$ cat config.mk
export PLATFORM = sky130hd
export DESIGN_NAME = gsram_scan
export DESIGN_NICKNAME = d
export VERILOG_FILES = /design/src/rtl/gsram_scan.sv
export SDC_FILE = /design/constraint.sdc
export NUM_CORES = 2
export LEC_CHECK = 0
export ABC_AREA = 1
export ABC_CLOCK_PERIOD_IN_PS = 3800
export CAP_MARGIN = 30
export CORE_MARGIN = 1.5
export CORE_UTILIZATION = 30
export CTS_BUF_LIST = sky130_fd_sc_hd__clkbuf_8
export CTS_CLUSTER_SIZE = 16
export DETAILED_ROUTE_END_ITERATION = 8
export PLACE_DENSITY = 0.42
export SLEW_MARGIN = 15
export SYNTH_ARGS = -nofsm -noshare
export SYNTH_HDL_FRONTEND = slang
export SYNTH_SLANG_ARGS = --single-unit
$ cat constraint.sdc
create_clock -name clk -period 3.8 [get_ports clk]
set_input_delay 0.76 -clock clk [delete_from_list [all_inputs] [get_ports clk]]
set_output_delay 0.76 -clock clk [all_outputs]
set_load 0.02 [all_outputs]
$ cat src/rtl/gsram_scan.sv
// gsram_scan: ROWS x COLS gradient SRAM with random access and raster scan.
// Define GSRAM_CLEAR_EN to add the clr port and the zero-fill CLEAR state.
module gsram_scan #(
  parameter int DW   = 16,
  parameter int ROWS = 10,
  parameter int COLS = 10,
  parameter int RW   = 4,
  parameter int CW   = 4
) (
  input  logic          clk,
  input  logic          rst_n,
`ifdef GSRAM_CLEAR_EN
  input  logic          clr,
`endif
  input  logic          inmuxsel,
  input  logic [DW-1:0] m2result,
  input  logic [DW-1:0] lutdata,
  input  logic          we,
  input  logic          re,
  input  logic [RW-1:0] row,
  input  logic [CW-1:0] col,
  input  logic          scan_start,
  input  logic          scan_dir,
  input  logic          in_valid,
  input  logic          out_ready,
  output logic [DW-1:0] rdata,
  output logic          rvalid,
  output logic          busy,
  output logic          done,
  output logic [RW-1:0] scan_row,
  output logic [CW-1:0] scan_col
);
  localparam int N  = ROWS * COLS;
  localparam int AW = (N > 1) ? $clog2(N) : 1;
  localparam logic [RW:0]   ROWS_W = (RW+1)'(ROWS);
  localparam logic [CW:0]   COLS_W = (CW+1)'(COLS);
  localparam logic [RW-1:0] RLAST  = RW'(ROWS-1);
  localparam logic [CW-1:0] CLAST  = CW'(COLS-1);

  typedef enum logic [2:0] {
    S_IDLE,
    S_WR,
    S_RD,
`ifdef GSRAM_CLEAR_EN
    S_CLR,
`endif
    S_DONE
  } state_t;

  function automatic logic [AW-1:0] idx(
    input logic [RW-1:0] r,
    input logic [CW-1:0] c
  );
    return AW'(r) * AW'(COLS) + AW'(c);
  endfunction

  state_t state_q, state_d;
  logic [DW-1:0] mem_q [N];
  logic [DW-1:0] rdata_q;
  logic          rvalid_q;
  logic [RW-1:0] row_q;
  logic [CW-1:0] col_q;
  logic          issued_q;

  logic [DW-1:0] wdata;
  logic [AW-1:0] ra_idx, sc_idx;
  logic          ra_ok, sc_last, idle;
  logic          clr_go, clr_st;
  logic          start, ra_on, step;
  logic          wr_step, rd_issue, rd_acc;
  logic          mem_we;
  logic [AW-1:0] mem_wa;
  logic [DW-1:0] mem_wd;

  assign wdata   = inmuxsel ? lutdata : m2result;
  assign ra_ok   = ({1'b0, row} < ROWS_W) && ({1'b0, col} < COLS_W);
  assign ra_idx  = idx(row, col);
  assign sc_idx  = idx(row_q, col_q);
  assign sc_last = (row_q == RLAST) && (col_q == CLAST);
  assign idle    = (state_q == S_IDLE);

`ifdef GSRAM_CLEAR_EN
  logic init_q;

  // one automatic zero-fill after every reset release
  always_ff @(posedge clk or negedge rst_n) begin
    if (!rst_n)    init_q <= 1'b1;
    else if (idle) init_q <= 1'b0;
  end

  assign clr_go = idle && (clr || init_q);
  assign clr_st = (state_q == S_CLR);
`else
  assign clr_go = 1'b0;
  assign clr_st = 1'b0;
`endif

  assign start    = idle && !clr_go && scan_start;
  assign ra_on    = idle && !clr_go && !scan_start;
  assign wr_step  = (state_q == S_WR) && in_valid;
  assign rd_acc   = rvalid_q && out_ready;
  assign rd_issue = (state_q == S_RD) && !issued_q
                    && (!rvalid_q || out_ready);
  assign step     = wr_step || rd_issue || clr_st;

  always_ff @(posedge clk or negedge rst_n) begin
    if (!rst_n) state_q <= S_IDLE;
    else        state_q <= state_d;
  end

  always_comb begin
    state_d = state_q;
    unique case (state_q)
      S_IDLE: begin
        if (start) state_d = scan_dir ? S_RD : S_WR;
`ifdef GSRAM_CLEAR_EN
        if (clr_go) state_d = S_CLR;
`endif
      end
      S_WR:   if (wr_step && sc_last) state_d = S_DONE;
      S_RD:   if (issued_q && rd_acc) state_d = S_DONE;
`ifdef GSRAM_CLEAR_EN
      S_CLR:  if (sc_last) state_d = S_DONE;
`endif
      S_DONE: state_d = S_IDLE;
      default: state_d = S_IDLE;
    endcase
  end

  always_comb begin
    busy = (state_q == S_WR) || (state_q == S_RD) || clr_st;
    done = (state_q == S_DONE);
  end

  always_ff @(posedge clk or negedge rst_n) begin
    if (!rst_n) begin
      row_q    <= '0;
      col_q    <= '0;
      issued_q <= 1'b0;
      rdata_q  <= '0;
      rvalid_q <= 1'b0;
    end else begin
      if (start || clr_go) begin
        row_q    <= '0;
        col_q    <= '0;
        issued_q <= 1'b0;
      end else if (step) begin
        if (sc_last) begin
          issued_q <= 1'b1;
        end else if (col_q == CLAST) begin
          col_q <= '0;
          row_q <= row_q + RW'(1);
        end else begin
          col_q <= col_q + CW'(1);
        end
      end
      unique case (1'b1)
        rd_issue: begin
          rdata_q  <= mem_q[sc_idx];
          rvalid_q <= 1'b1;
        end
        (ra_on && re && !we): begin
          rdata_q  <= ra_ok ? mem_q[ra_idx] : '0;
          rvalid_q <= 1'b1;
        end
        default:
          rvalid_q <= (state_q == S_RD) && rvalid_q && !out_ready;
      endcase
    end
  end

  always_comb begin
    mem_we = 1'b0;
    mem_wa = sc_idx;
    mem_wd = wdata;
    if (ra_on && we && ra_ok) begin
      mem_we = 1'b1;
      mem_wa = ra_idx;
    end
    if (wr_step) mem_we = 1'b1;
    if (clr_st) begin
      mem_we = 1'b1;
      mem_wd = '0;
    end
  end

  always_ff @(posedge clk) begin
    if (mem_we) mem_q[mem_wa] <= mem_wd;
  end

  assign rdata    = rdata_q;
  assign rvalid   = rvalid_q;
  assign scan_row = row_q;
  assign scan_col = col_q;

endmodule

==> results.md <==
- Fraction of layout instances using a drive strength above 1: 12.2%
- DRC: 0
- Synthesized area: 82300 µm²
- RSZ-0062 raised after global routing: true
- Max-Cap Viols: 0
- First-pass GRT wire length: 522 mm
- Setup WS pre-CTS: -812 ps
- Clk Latency, worst-skew pair: 1000 ps
- Leading cell types in the layout, fill and taps excluded: 3733 x nand2_1, 2782 x nand3_1, 1600 x edfxtp_1, 407 x buf_4, 322 x clkbuf_8
- CORE AREA: 273000 µm²
- H-tree depth: 5
- Slew Limit Fails: 0
- Buf/Inv on CP: 2
- Pin count of the biggest net entering global routing: 120
- Power per cell area: 824 nW/µm²
- Initial antenna violation count: 17
- Mapped Cells: 9336
- TritonCTS clock tree: yes
- Inserted Clock Buffers: 315
- Seq cells post-synth: between 1500 and 2000
- Final Util: 36.3%
- DP HPWL: 241 mm
- Die ar.: 277000 µm²
- Crit path max-delay family: simple AND/OR/NAND/NOR gates
- Max_slew headroom: between 30% and 40%
- Die Y: roughly 530 µm
- Worst Path Class, Setup: register to register
- Syn Area/Cell: roughly 8.8 µm²
- EDFF count, synth: 1600
- Sequential area share after synthesis: 59.2%
- Drt wl/cell: between 20 and 30 µm
- Total track usage: about 26%
- R2R Setup Slk: 4 ps
- Root Buffer: clkbuf_8
- Synth Warn #: 0
- Die span in x: approximately 530 µm
- Worst setup EP type: register
- Leak Pwr: approximately 38 nW
- Final Hold Fails: 0
- FF-to-FF Start: scan_row[0]$_DFFE_PN0P_
- Setup TNS: 0 ps
- Clock Pin Slew Worst Setup and Hold Paths: 50 ps
- Critical path fanouts, max: 52
- Top Ports: 76
- Routed wire length: 370 mm
- VDD IR max: 0.888 mV
- Vias per cell: 5.41
- Worst hold-check path type: primary input to async pin
- Area grow syn2layout: 20.6%
- CP startpoint: scan_row[0]$_DFFE_PN0P_
- Fraction of registers with async set or reset after synthesis: 1.72%
- CP max-delay cell: fa_4
- Power consumption: 81.7 mW
- Most numerous cell on the critical path: nand2_1
- Clk buf depth: 4
- Synth unique cells: 31
- Ys flop type: edfxtp_1
- Mapped Nets: 9411
- Period utilization: around 100%
- Row count: about 190
- Final setup vio count: 0
- Fmax: 263 MHz
- Drt first pass iters: 8
- # nets final: ~9800
- Least-Margin Pin Slew: approximately 1000 ps
- Worst Path Required: 4670 ps
- Total gr overflow: 0
- Total number of vias: 73237
- Worst-path cell chain: ha_4, fa_4, inv_8, buf_16, nand3_1, nand2_1, nand2_1, nand3_1, nand3_1, nand3_1, nand2_1, nand2_1, nand2_1, nand2_1
- Final Critical Period: around 3800 ps
- Final RePlAce weighted congestion: between 0.9 and 1
- Initial Utilization: approximately 30%
- Status: completed
- Post-detailed-route count of antenna-violating nets: 0
- Initial DRC count: just over 9000
- Launching element type of the critical path: register
- Vias in the first global route: approximately 70000
- Post-route setup slack: 4.29 ps
- Clock Skew: between 70 and 80 ps
- CTS Sinks: 1628
- Worst path max stage delay: 780 ps
- Port bufs: 75
- Most common cell after layout, fill and taps aside: nand2_1
- Worst path arrival time: between 4000 and 5000 ps
-- state kept, by name, summed over array words and instances, names as in the netlist --
| name | count |
|---|---|
| state_q | 2 |
| scan_row | 4 |
| rvalid | 1 |
| issued_q | 1 |
| scan_col | 4 |
| mem_q | 1600 |
| rdata | 16 |
-- per-stage QoR --
step / hold slack [ps] / instances / cell area (µm²)
2_1_floorplan: 464 / 9336 / 82300
3_3_place_gp: 485 / 12967 / 93400
3_5_place_dp: 468 / 12967 / 93400
4_1_cts: 389 / 13518 / 99000
5_1_grt: 164 / 13523 / 99200
6_report: 191 / 13529 / 99200
-- what timing repair did --
action,CTS,global route
resized for setup,3,22
setup endpoints to repair,514,951
gates cloned,0,1
pin swaps,0,3
hold endpoints to repair,28,0
hold buffers,1,0
setup buffers,1,2
-- cell usage after synthesis, types with 5 or more instances --
cell	n	area share, %
mux2_2	16	0.22
o21ai_1	6	0.036
nand2_1	3735	17
a32o_1	15	0.18
nand3_1	2783	17
clkbuf_1	307	1.4
xor2_1	5	0.053
ha_1	22	0.33
a21oi_1	77	0.47
inv_2	8	0.036
edfxtp_1	1600	58
inv_1	33	0.15
nor2_1	230	1.0
buf_1	92	0.42
dfrtp_1	28	0.85
o21ai_0	43	0.26
buf_2	309	1.9
-- metal layers --
metal	GRT usage [%]	vias up	wire length, µm
met4	10.8	4	16700
met2	41.1	3595	168000
met5	0	-	275
met1	35.3	36005	156000
li1	-	32961	-
met3	3.88	672	28700
-- where the power goes --
part	switching, mW	total, mW	internal (mW)
clock	8.11	16.5	8.36
combinational	32.1	44.6	12.5
sequential	0.347	20.6	20.3
total	40.6	81.7	41.2
-- cell families after synthesis --
kind of cell / count (synthesis) / synth area share [%]
mux: 17 / 0.236
buf+inv: 751 / 3.90
flops: 1628 / 59.2
fa+ha+maj: 26 / 0.432
simple gates: 6760 / 35.1
compound gates: 146 / 0.990
xor+xnor: 8 / 0.103
-- final cells by class --
cell class	instances	area, µm²
Antenna cell	7	17.5
Clock buffer	322	4430
Clock inverter	227	1180
Fill cell	27429	174000
Inverter	42	219
Multi-Input combinational cell	6957	30800
Sequential cell	1628	48800
Tap cell	3589	4490
Timing Repair Buffer	757	9270
-- path summary, 6_finish.rpt --
path | cells past startpoint | to
setup reg to reg | 14 | rdata[0]$_DFFE_PN0P_
setup / recovery | 14 | rdata[0]$_DFFE_PN0P_
min in group clk | 4 | rvalid$_DFF_PN0_
hold / removal | 2 | scan_row[0]$_DFFE_PN0P_
hold reg to reg | 2 | rdata[15]$_DFFE_PN0P_
max in group asynchronous | 3 | rdata[0]$_DFFE_PN0P_
Note: power is estimated with default switching activity, not from simulation.
